==> config.mk <==
export PLATFORM = sky130hd
export DESIGN_NAME = rv32i_mem_sequencer
export DESIGN_NICKNAME = d
export VERILOG_FILES = /design/src/rtl/rv32i_mem_pkg.sv /design/src/rtl/rv32i_load_ext.sv /design/src/rtl/rv32i_mem_sequencer.sv
export SDC_FILE = /design/constraint.sdc
export NUM_CORES = 1
export LEC_CHECK = 0
export BUFFER_PORTS_ARGS = -buffer_cell sky130_fd_sc_hd__buf_2
export CAP_MARGIN = 30
export CORE_UTILIZATION = 55
export CTS_BUF_LIST = sky130_fd_sc_hd__clkbuf_4
export CTS_CLUSTER_DIAMETER = 40
export DETAILED_ROUTE_END_ITERATION = 7
export PLACE_DENSITY = 0.79
export SLEW_MARGIN = 20
export SYNTH_ARGS = -nofsm -noshare
export SYNTH_HDL_FRONTEND = slang
export SYNTH_SLANG_ARGS = --single-unit
==> constraint.sdc <==
create_clock -name clock -period 2.57 [get_ports clock]
set_input_delay 0.771 -clock clock [delete_from_list [all_inputs] [get_ports clock]]
set_output_delay 0.771 -clock clock [all_outputs]
set_load 0.02 [all_outputs]
==> src/rtl/rv32i_mem_pkg.sv <==
// Shared types and RV32I access-size helpers for the byte-serial memory sequencer.
package rv32i_mem_pkg;

  typedef enum logic [1:0] {IDLE, XFER, RESP, DONE} state_t;

  localparam logic [2:0] F3_B  = 3'b000;
  localparam logic [2:0] F3_H  = 3'b001;
  localparam logic [2:0] F3_W  = 3'b010;
  localparam logic [2:0] F3_BU = 3'b100;
  localparam logic [2:0] F3_HU = 3'b101;

  // Number of RAM byte cycles for a size code; 0 flags an illegal code.
  function automatic logic [2:0] f3_bytes(input logic [2:0] funct3);
    case (funct3)
      F3_B, F3_BU: f3_bytes = 3'd1;
      F3_H, F3_HU: f3_bytes = 3'd2;
      F3_W:        f3_bytes = 3'd4;
      default:     f3_bytes = 3'd0;
    endcase
  endfunction

endpackage

==> src/rtl/rv32i_load_ext.sv <==
// RV32I load extension: turns an assembled little-endian word into the
// architecturally visible value for B/H/W/BU/HU.
module rv32i_load_ext
  import rv32i_mem_pkg::*;
(
  input  logic [31:0] word,
  input  logic [2:0]  funct3,
  output logic [31:0] result
);

  always_comb begin
    // NOTE: every case arm (and the default) assigns result, so no latch is inferred.
    case (funct3)
      F3_B:    result = {{24{word[7]}}, word[7:0]};
      F3_H:    result = {{16{word[15]}}, word[15:0]};
      F3_BU:   result = {24'h000000, word[7:0]};
      F3_HU:   result = {16'h0000, word[15:0]};
      default: result = word;
    endcase
  end

endmodule

==> src/rtl/rv32i_mem_sequencer.sv <==
// Round-robin sequencer sharing one byte-wide synchronous RAM between the
// fetch and load/store ports; each access is split into 1, 2 or 4 byte cycles.
module rv32i_mem_sequencer
  import rv32i_mem_pkg::*;
#(
  parameter int ADDR_W = 12
)
(
  input  logic              clock,
  input  logic              reset_n,
  input  logic              if_req,
  input  logic [31:0]       if_addr,
  output logic              if_done,
  output logic [31:0]       if_rdata,
  input  logic              d_req,
  input  logic              d_we,
  input  logic [2:0]        d_funct3,
  input  logic [31:0]       d_addr,
  input  logic [31:0]       d_wdata,
  output logic              d_done,
  output logic [31:0]       d_rdata,
  output logic              ram_en,
  output logic              ram_we,
  output logic [ADDR_W-1:0] ram_addr,
  output logic [7:0]        ram_wdata,
  input  logic [7:0]        ram_rdata,
  output logic              busy
);

  state_t      state;
  logic [1:0]  cnt;
  logic [2:0]  n_q;
  logic [2:0]  f3_q;
  logic        we_q;
  logic        data_q;
  logic        last_data;
  logic [23:0] wdata_q;
  logic [23:0] rbuf;

  logic              grant_data;
  logic [2:0]        g_f3;
  logic [2:0]        g_n;
  logic              g_we;
  logic [ADDR_W-1:0] g_addr;
  logic [31:0]       g_wdata;
  logic              last_byte;
  logic [31:0]       asm_word;
  logic [31:0]       ext_word;
  logic              unused_addr_hi;

  // On a tie the port that was not served last wins.
  assign grant_data = d_req & (~if_req | ~last_data);
  assign g_f3       = grant_data ? d_funct3 : F3_W;
  assign g_n        = f3_bytes(g_f3);
  assign g_we       = grant_data & d_we;
  assign g_addr     = grant_data ? d_addr[ADDR_W-1:0] : if_addr[ADDR_W-1:0];
  assign g_wdata    = grant_data ? d_wdata : 32'h0;
  assign last_byte  = ({1'b0, cnt} == n_q - 3'd1);

  assign unused_addr_hi = ^{if_addr[31:ADDR_W], d_addr[31:ADDR_W]};

  // In RESP cnt still points at the last byte, which arrives on ram_rdata now.
  always_comb begin
    asm_word = {8'h00, rbuf};
    case (cnt)
      2'd0: asm_word[7:0]   = ram_rdata;
      2'd1: asm_word[15:8]  = ram_rdata;
      2'd2: asm_word[23:16] = ram_rdata;
      2'd3: asm_word[31:24] = ram_rdata;
    endcase
  end

  rv32i_load_ext u_load_ext (
    .word   (asm_word),
    .funct3 (f3_q),
    .result (ext_word)
  );

  always_ff @(posedge clock or negedge reset_n) begin
    if (!reset_n) begin
      state     <= IDLE;
      cnt       <= '0;
      n_q       <= '0;
      f3_q      <= '0;
      we_q      <= 1'b0;
      data_q    <= 1'b0;
      last_data <= 1'b1;
      wdata_q   <= '0;
      rbuf      <= '0;
      if_done   <= 1'b0;
      if_rdata  <= '0;
      d_done    <= 1'b0;
      d_rdata   <= '0;
      ram_en    <= 1'b0;
      ram_we    <= 1'b0;
      ram_addr  <= '0;
      ram_wdata <= '0;
      busy      <= 1'b0;
    end else begin
      // NOTE: non-blocking assignments keep every register update tied to the same edge.
      if_done <= 1'b0;
      d_done  <= 1'b0;
      case (state)
        IDLE: begin
          if (if_req | d_req) begin
            data_q  <= grant_data;
            we_q    <= g_we;
            f3_q    <= g_f3;
            n_q     <= g_n;
            wdata_q <= g_wdata[31:8];
            cnt     <= '0;
            busy    <= 1'b1;
            if (g_n == 3'd0) begin
              state  <= DONE;
              d_done <= 1'b1;
              if (!g_we) d_rdata <= '0;
            end else begin
              state     <= XFER;
              ram_en    <= 1'b1;
              ram_we    <= g_we;
              ram_addr  <= g_addr;
              ram_wdata <= g_wdata[7:0];
            end
          end
        end
        XFER: begin
          if (!we_q) begin
            case (cnt)
              2'd1:    rbuf[7:0]   <= ram_rdata;
              2'd2:    rbuf[15:8]  <= ram_rdata;
              2'd3:    rbuf[23:16] <= ram_rdata;
              default: ;
            endcase
          end
          if (last_byte) begin
            ram_en <= 1'b0;
            ram_we <= 1'b0;
            if (we_q) begin
              state  <= DONE;
              d_done <= 1'b1;
            end else begin
              state <= RESP;
            end
          end else begin
            cnt       <= cnt + 2'd1;
            ram_addr  <= ram_addr + ADDR_W'(1);
            ram_wdata <= wdata_q[7:0];
            wdata_q   <= {8'h00, wdata_q[23:8]};
          end
        end
        RESP: begin
          state <= DONE;
          if (data_q) begin
            d_rdata <= ext_word;
            d_done  <= 1'b1;
          end else begin
            if_rdata <= ext_word;
            if_done  <= 1'b1;
          end
        end
        DONE: begin
          last_data <= data_q;
          state     <= IDLE;
          busy      <= 1'b0;
        end
        default: state <= IDLE;
      endcase
    end
  end

endmodule

Yosys cells after proc, flatten, opt, wreduce, memory -nomap -nowiden:

Index checks and enable logic that the tools add are counted.

* flip-flop bits (word level): 150
* input port bits: 112
* word-level logic and storage cells: 123

* add/sub/neg operators: 3
* eq/ne operators: 21
* muxes and demuxes: 50
* bitwise operators: 8
* reductions and logical operators: 21

Operators by type and width (count)
* 2-to-1 mux 32 bit: 5
* case mux 32 bit (4 select lines): 1
* case mux 32 bit (2 select lines): 1
* 2-to-1 mux 8 bit: 7
* 2-to-1 mux 12 bit: 4
* 2-to-1 mux 24 bit: 2
* case mux 24 bit (2 select lines): 1
* case mux 12 bit (2 select lines): 1
* case mux 8 bit (2 select lines): 1
* 2-to-1 mux 1 bit: 14
* inequality test 2 bit, second input constant: 7
* adder 12 x 1 -> 12 bit, second input constant: 1
* == test 3 bit, second input constant: 4
* AND reduction 3 bit: 4
* 2-to-1 mux 2 bit: 5
* logical NOT 3 bit: 3
* case mux 3 bit (3 select lines): 1
* == test 2 bit, second input constant: 4
* case mux 2 bit (4 select lines): 1
* AND reduction 2 bit: 4
* AND reduction 4 bit: 2
* == test 3 x 1 -> 1 bit, second input constant: 2
* case mux 1 bit (2 select lines): 3
* nonzero test 2 bit: 3
* 14 further kinds: 22

Depth between registers and ports, before layout:

Gate-level depths: netlist of the first run.

* depth after elaboration: 11
* depth in mapped cells: 10
* mapped depth without buffers: 6

By module:

From an unflattened synthesis of the first run, not the netlist that was laid out.

* cell total of the unflattened synthesis: 724
* area, all modules: 7621.1 um^2

Modules (own cells, without submodules)
* rv32i_mem_sequencer: instances 1, cells an instance 657, area each 7265.7 um^2, sequential area each 3754.9 um^2
* rv32i_load_ext: instances 1, cells an instance 67, area each 355.3 um^2, sequential area each 0.0 um^2

Worst setup path after synthesis of the first run:

OpenSTA, ideal clock, no wires.

* kind: input to register
* from: in if_req
* to: reg ram_addr[1]
* library setup time: 128 ps
* data arrival time: 2274 ps
* data required time: 2442 ps
* path slack: 168 ps
* cell stages on the path: 8
* cell sequence: buf_4 a21bo_1 buf_4 o311ai_4 or2_1 buf_6 buf_8 mux2_1

* word-level cells in the longest chain between the ends: 10
* elaborated cells between the ends (all ways): 21

Ends and longest elaborated chain
* start: declaration: RTL line rv32i_mem_sequencer.sv:11 `input logic if_req,`
* inverter 1 bit: RTL line rv32i_mem_sequencer.sv:52 `assign grant_data = d_req & (~if_req | ~last_data);`
* OR 1 bit: RTL line rv32i_mem_sequencer.sv:52
* bitwise AND 1 bit: RTL line rv32i_mem_sequencer.sv:52
* 2-to-1 mux 3 bit: RTL line rv32i_mem_sequencer.sv:53 `assign g_f3 = grant_data ? d_funct3 : F3_W;`
* == test 3 x 1 -> 1 bit (tied with other cells): RTL line rv32i_mem_pkg.sv:14 `case (funct3)`
* OR reduction 2 bit: RTL line rv32i_mem_pkg.sv:14
* case mux 3 bit (3 select lines): RTL line rv32i_mem_pkg.sv:14
* logical NOT 3 bit: RTL line rv32i_mem_sequencer.sv:113 `if (g_n == 3'd0) begin`
* inequality test 2 bit (no source line)
* AND reduction 4 bit (no source line)
* end signal: assignment: RTL line rv32i_mem_sequencer.sv:121 `ram_addr <= g_addr;`
* end signal: assignment: RTL line rv32i_mem_sequencer.sv:146 `ram_addr <= ram_addr + ADDR_W'(1);`
* end: declaration: RTL line rv32i_mem_sequencer.sv:24 `output logic [ADDR_W-1:0] ram_addr,`

Parallel ways exist; a longest one is shown, timed or not. The select of a mux whose other input is x is not followed.
A chain may end at the register's enable or synchronous reset.

Worst setup path after layout of the first run:

* from: reg state[1]
* to: reg ram_wdata[0]

* word-level cells in the longest chain between the ends: 3
* elaborated cells between the ends (all ways): 8

Ends and longest elaborated chain
* start: declaration: RTL line rv32i_mem_sequencer.sv:30 `state_t state;`
* start signal: assignment: RTL line rv32i_mem_sequencer.sv:81 `state <= IDLE;`
* start signal: assignment: RTL line rv32i_mem_sequencer.sv:114 `state <= DONE;`
* start signal: assignment: RTL line rv32i_mem_sequencer.sv:118 `state <= XFER;`
* == test 2 x 1 -> 1 bit / logical NOT 2 bit (equally long branches): RTL line rv32i_mem_sequencer.sv:103 `case (state)`
* inequality test 2 bit (no source line) / nonzero test 2 bit (equally long branches)
* AND reduction 4 bit (no source line)
* end signal: assignment: RTL line rv32i_mem_sequencer.sv:122 `ram_wdata <= g_wdata[7:0];`
* end signal: assignment: RTL line rv32i_mem_sequencer.sv:147 `ram_wdata <= wdata_q[7:0];`
* end: declaration: RTL line rv32i_mem_sequencer.sv:25 `output logic [7:0] ram_wdata,`

Parallel ways exist; a longest one is shown, timed or not.

==> flow_metrics.env, run 1 <==
export IMPL_p_leak_uw=0.004225
export IMPL_synthCells=694
export IMPL_synth_area_leaders="dfrtp_1 (51%), mux2_2 (7.7%), o21ai_0 (4.6%)"
export IMPL_clockBufferDepth=2
export IMPL_cts_made_buffers=17
export IMPL_drt_pass1_iter_count=5
export IMPL_synth_edf_count=0
export IMPL_port_buffers=160
export IMPL_setup_viol=0
export IMPL_yosysTopAreaCellShare_pct=50.89
export IMPL_layout_cells_non_filler=1044
export IMPL_cts_sinks=150
export IMPL_crit_path_start_kind="flip-flop"
export IMPL_die_area_mm2=0.01379
export IMPL_setup_worst_path_start="state[1]$_DFFE_PN0P_"
export IMPL_fp_coreArea_mm2=0.01282
export IMPL_p_total_uw=11420
export IMPL_syn_nets=816
export IMPL_place_congestion=0.8683
export IMPL_ys_warn_count=0
export IMPL_worstPathArrival_ns=2.84
export IMPL_status="completed"
export IMPL_io_pins=201
export IMPL_ctsHoldBuffers=0
export IMPL_grt_max_degree=66
export IMPL_dp_cells=1011
export IMPL_worst_pin_slew_ns=0.8140
export IMPL_cts_tree="yes"
export IMPL_crit_type="flip-flop to flip-flop"
export IMPL_power_density_mw_per_mm2=1312
export IMPL_cts_setup_buffers=0
export IMPL_cap_violations=0
export IMPL_ys_seq_elements=150
export IMPL_tns_ns=0
export IMPL_antenna_found_initial=0
export IMPL_skew_ns=0.01603
export IMPL_crit_fanout=19
export IMPL_drt_antenna_violating_nets=0
export IMPL_ys_flop_type="dfrtp_1"
export IMPL_grt_overflow=0
export IMPL_peakVddDrop_mv=0.7298
export IMPL_grt_pass1_vias=6056
export IMPL_yosysSeqAreaShare_pct=51.25
export IMPL_period_minus_slack_ns=2.400
export IMPL_cts_resized=0
export IMPL_hold_path_class="primary input to asynchronous set/reset pin"
export IMPL_grt_pass1_wl_um=30060
export IMPL_clockRootBuffer="clkbuf_4"
export IMPL_drt_total_wl_um=17920
export IMPL_synth_distinct_cells=62
export IMPL_die_y_um=117.4
export IMPL_crit_path_end_kind="flip-flop"
export IMPL_die_w_um=117.4
export IMPL_slew_headroom_pct=45.28
export IMPL_syn_area_mm2=0.007327
export IMPL_critical_path_required_ns=3.01
export IMPL_wl_per_cell_um=17.16
export IMPL_nets=982
export IMPL_yosys_area_top_type="dfrtp_1"
export IMPL_avgViaCountPerCell=5.834
export IMPL_drv_slew=0
export IMPL_vias=6091
export IMPL_finalHoldViolations=0
export IMPL_clock_fmax_ghz=0.4166
export IMPL_async_reset_ff_share_pct=100.0
export IMPL_clk_latency_ns=0.55
export IMPL_drt_iter0_markers=408
export IMPL_clk_pin_slew_worst_paths_ns=0.11
export IMPL_gr_usage_all_layers_pct=27.35
export IMPL_h_tree_depth=4
export IMPL_avgSynthCellArea_um2=10.56
export IMPL_place_hpwl_um=12910
export IMPL_synthToLayoutAreaGrowth_pct=18.80
export IMPL_most_common_layout_cells="buf_2 (160), dfrtp_1 (149), nand2_1 (84)"
export IMPL_antenna_cells=0
export IMPL_layout_drive_gt1_share_pct=33.03
export IMPL_rsz0062_at_grt="false"
export IMPL_drc=0
export IMPL_r2r_start="state[1]$_DFFE_PN0P_"
export IMPL_initial_utilization_pct=57.13
export IMPL_layout_commonest_cell="buf_2"
export IMPL_min_period_over_period_pct=93.40
export IMPL_row_count=41
-- per-layer routing --
layer / share of wire (%) / track usage (%) / vias up
li1: - / - / 2831
met1: 42 / 35.99 / 2969
met2: 49 / 44.75 / 266
met3: 6.6 / 5.982 / 25
met4: 1.7 / 9.334 / 0
met5: 0 / 0 / -
-- final timing paths --
| path | endpoint | slack, ns | depth (start not counted) |
|---|---|---|---|
| setup / recovery | ram_wdata[0]$_DFFE_PN0P_ | 0.17 | 7 |
| max in group asynchronous | d_rdata[25]$_DFFE_PN0P_ | 1.70 | 2 |
| hold reg to reg | n_q[1]$_DFFE_PN0P_ | 0.49 | 2 |
| setup reg to reg | ram_wdata[0]$_DFFE_PN0P_ | 0.17 | 7 |
| min in group clock | wdata_q[21]$_DFFE_PN0P_ | 0.44 | 3 |
| hold / removal | d_rdata[7]$_DFFE_PN0P_ | 0.14 | 1 |
-- through the flow --
| step | setup slack [ns] | cell area [µm²] | util (%) | hold WS (ns) |
|---|---|---|---|---|
| 3_3_place_gp | 0.05928 | 8412 | 65.59 | 0.4560 |
| 6_report | 0.1696 | 8705 | 67.87 | 0.1423 |
| 2_1_floorplan | 0.1684 | 7327 | - | 0.4485 |
| 5_1_grt | 0.01688 | 8705 | 67.87 | 0.1278 |
| 4_1_cts | 0.1407 | 8690 | 67.76 | 0.1307 |
| 3_5_place_dp | 0.1753 | 8424 | 65.69 | 0.4669 |
-- state kept, by name, indices dropped and copies added (netlist names), 2 cells and up --
register and count:
if_rdata 32, cnt 2, f3_q 3, rbuf 24
state 2, d_rdata 32, wdata_q 24, n_q 3
ram_addr 12, ram_wdata 8
-- critical path, cell delays in order, from the launching register on --
cell	delay [ns]
dfrtp_1	0.45
inv_1	0.12
ha_1	0.28
inv_1	0.22
nor4_1	0.48
or2_1	0.22
buf_12	0.17
mux2_2	0.35
-- synthesized netlist by cell type (all sizes together) (10+ instances only) --
cell type / count
clkbuf: 24
inv: 26
mux2: 56
o31ai: 12
a21oi: 20
mux2i: 30
ha: 10
o21ai: 69
o2bb2ai: 18
nand3: 23
a22oi: 16
dfrtp: 149
nor2: 19
buf: 25
nor3: 24
a221o: 19
nand2: 84
-- report_power, final --
part,switching (µW),internal (µW),total [µW]
registers,727,3380,4110
logic,3450,2450,5900
clock network,809,606,1420
-- cells by family after synthesis --
group / share of synthesized area (%)
AOI/OAI and AO/OA: 17.35
muxes: 12.70
adders and majority gates: 1.708
and+or+nand+nor: 11.95
buffers and inverters: 4.679
DFF: 51.25
xor gates and xnor gates: 0.3587
-- area by class of cell --
cell class	instances	area [µm²]
Fill cell	1000	4120
Inverter	26	97.59
Timing Repair Buffer	196	1125
Sequential cell	150	3755
Multi-Input combinational cell	469	3247
Clock inverter	10	107.6
Tap cell	172	215.2
Clock buffer	21	157.7
(Power assumes the default switching activity.)
==> run 2, diff against run 1 <==
Settings changed: CORE_ASPECT_RATIO set to 2, CORE_UTILIZATION 55 to 47, PLACE_DENSITY 0.79 to 0.69.
==> run 2 against run 1 <==
Compared with the run above:
- clock power about the same
- setup slack improved by 0.030 ns
- global-route usage decreased by 4.0 points
- wire length increased by 2.4%
- sequential power decreased by 1%
- combinational power increased by 2%
- clock skew increased by 0.0068 ns
==> flow_metrics.env, run 2 (synthesized netlist as in run 1, its figures left out) <==
export IMPL_drt_total_wl_um=18350
export IMPL_slew_headroom_pct=64.45
export IMPL_die_area_mm2=0.01612
export IMPL_postLayoutCoreUtil_pct=57.55
export IMPL_drt_pass1_iter_count=5
export IMPL_grt_max_degree=66
export IMPL_tns_ns=0
export IMPL_p_leak_uw=0.004242
export IMPL_critical_path_top_delay_family="simple AND/OR/NAND/NOR gates"
export IMPL_drt_iter0_markers=233
export IMPL_layout_drive_gt1_share_pct=33.79
export IMPL_clockBufferDepth=2
export IMPL_layout_commonest_cell="buf_2"
export IMPL_avgViaCountPerCell=5.649
export IMPL_status="completed"
export IMPL_r2r_start="state[0]$_DFFE_PN0P_"
export IMPL_vias=6090
export IMPL_place_congestion=0.9233
export IMPL_worst_pin_slew_ns=0.5313
export IMPL_cp_cell_sequence="inv_1 > ha_1 > or3b_1 > o311ai_4 > or2_1 > buf_4 > mux2_2"
export IMPL_place_hpwl_um=13800
export IMPL_r2r_slack_ns=0.20
export IMPL_hold_path_class="primary input to asynchronous set/reset pin"
export IMPL_route_met3_wl_um=819
export IMPL_initial_utilization_pct=47.91
export IMPL_nFillCells=1383
export IMPL_crit_path_start_kind="flip-flop"
export IMPL_clk_latency_ns=0.54
export IMPL_cap_violations=0
export IMPL_clock_fmax_ghz=0.4218
export IMPL_antenna_found_initial=1
export IMPL_min_period_over_period_pct=92.24
export IMPL_cp_slowest_stage_delay_ns=0.49
export IMPL_drt_met1_wl_um=6866
export IMPL_cts_sinks=150
export IMPL_cts_resized=0
export IMPL_peakVddDrop_mv=0.6056
export IMPL_fp_coreArea_mm2=0.01529
export IMPL_h_tree_depth=4
export IMPL_grt_overflow=0
export IMPL_route_met2_wl_um=10040
export IMPL_worst_path_stages=7
export IMPL_critical_path_required_ns=2.99
export IMPL_ff_latch_area_mm2=0.003755
export IMPL_wl_per_cell_um=17.02
export IMPL_period_minus_slack_ns=2.371
export IMPL_grt_pass1_wl_um=29530
export IMPL_cts_tree="yes"
export IMPL_reg2reg_depth=7
export IMPL_cts_made_buffers=17
export IMPL_skew_ns=0.02283
export IMPL_port_buffers=160
export IMPL_setup_viol=0
export IMPL_multiInputGateArea_mm2=0.003258
export IMPL_path_buf_inv=2
export IMPL_cts_setup_buffers=0
export IMPL_ctsHoldBuffers=0
export IMPL_setup_worst_path_start="state[0]$_DFFE_PN0P_"
export IMPL_dr_max_layer_used="met4"
export IMPL_die_y_um=178.6
export IMPL_r2r_end="ram_wdata[7]$_DFFE_PN0P_"
export IMPL_finalHoldViolations=0
export IMPL_synthToLayoutAreaGrowth_pct=20.13
export IMPL_crit_path_end_kind="flip-flop"
export IMPL_crit_type="flip-flop to flip-flop"
export IMPL_die_w_um=90.29
export IMPL_endpoint="ram_wdata[7]$_DFFE_PN0P_"
export IMPL_crit_fanout=7
export IMPL_rsz0062_at_grt="false"
export IMPL_gr_usage_all_layers_pct=23.40
export IMPL_drt_antenna_violating_nets=0
export IMPL_clockRootBuffer="clkbuf_4"
export IMPL_row_count=64
export IMPL_clk_pin_slew_worst_paths_ns=0.14
export IMPL_reg_top3="d_rdata x32, if_rdata x32"
export IMPL_fin_hold_ws_ns=0.1525
export IMPL_worstPathArrival_ns=2.79
export IMPL_io_pins=201
export IMPL_drc=0
export IMPL_grt_pass1_vias=6078
export IMPL_drv_slew=0
export IMPL_crit_path_top_delay_cell="or3b_1"
export IMPL_power_density_mw_per_mm2=1307
export IMPL_nets=988
export IMPL_most_common_layout_cells="buf_2 (159), dfrtp_1 (149), nand2_1 (84)"
[run 2: changes by cell type in the layout (fill, tap and decap cells not counted), sizes merged]
cell	before	now
clkbuf	21	17
clkinv	7	2
clkinvlp	1	6
diode	0	1
bufinv	2	1
inv	26	32
buf	196	202
[run 2: area by class of cell]
| cell class | count | area share, % |
|---|---|---|
| flip-flops and latches | 150 | 42.66 |
| multi-input cells | 469 | 37.01 |
| repair buffers | 202 | 13.32 |
| well taps | 198 | 2.815 |
| clock inverters | 15 | 1.606 |
| clock buffers | 17 | 1.450 |
| inverters | 26 | 1.109 |
| diodes | 1 | 0.02843 |
[run 2: metrics by stage]
stage | instances | total power [µW] | worst slack, ns | instance area, µm²
after CTS | 1075 | 11580 | 0.08357 | 8785
after floorplan | 694 | 8146 | 0.1684 | 7327
after detailed placement | 1043 | 10160 | 0.1188 | 8516
after global routing | 1078 | 12320 | 0.07933 | 8802
after global placement | 1043 | 9907 | 0.2080 | 8516
final | 1078 | 11500 | 0.1993 | 8802
[run 2: where the power goes]
part	internal, µW	switching (µW)	total, µW
Combinational	2510	3530	6040
Sequential	3380	676	4060
Clock	495	914	1410
[run 2: how the worst min path moves through the flow]
stage	startpoint	endpoint	slack, ns
2_1_floorplan	n_q[1]$_DFFE_PN0P_	n_q[1]$_DFFE_PN0P_	0.45
3_3_place_gp	if_rdata[27]$_DFFE_PN0P_	if_rdata[27]$_DFFE_PN0P_	0.46
3_5_place_dp	if_rdata[24]$_DFFE_PN0P_	if_rdata[24]$_DFFE_PN0P_	0.47
4_1_cts	reset_n	if_rdata[10]$_DFFE_PN0P_	0.12
5_1_grt	reset_n	if_rdata[11]$_DFFE_PN0P_	0.13
6_report	reset_n	if_rdata[10]$_DFFE_PN0P_	0.15
[run 2: layer usage]
layer,global-route usage [%],up-vias
met5,0,-
met4,12.57,0
met2,42.84,237
li1,-,2855
met1,24.91,2961
met3,5.030,37
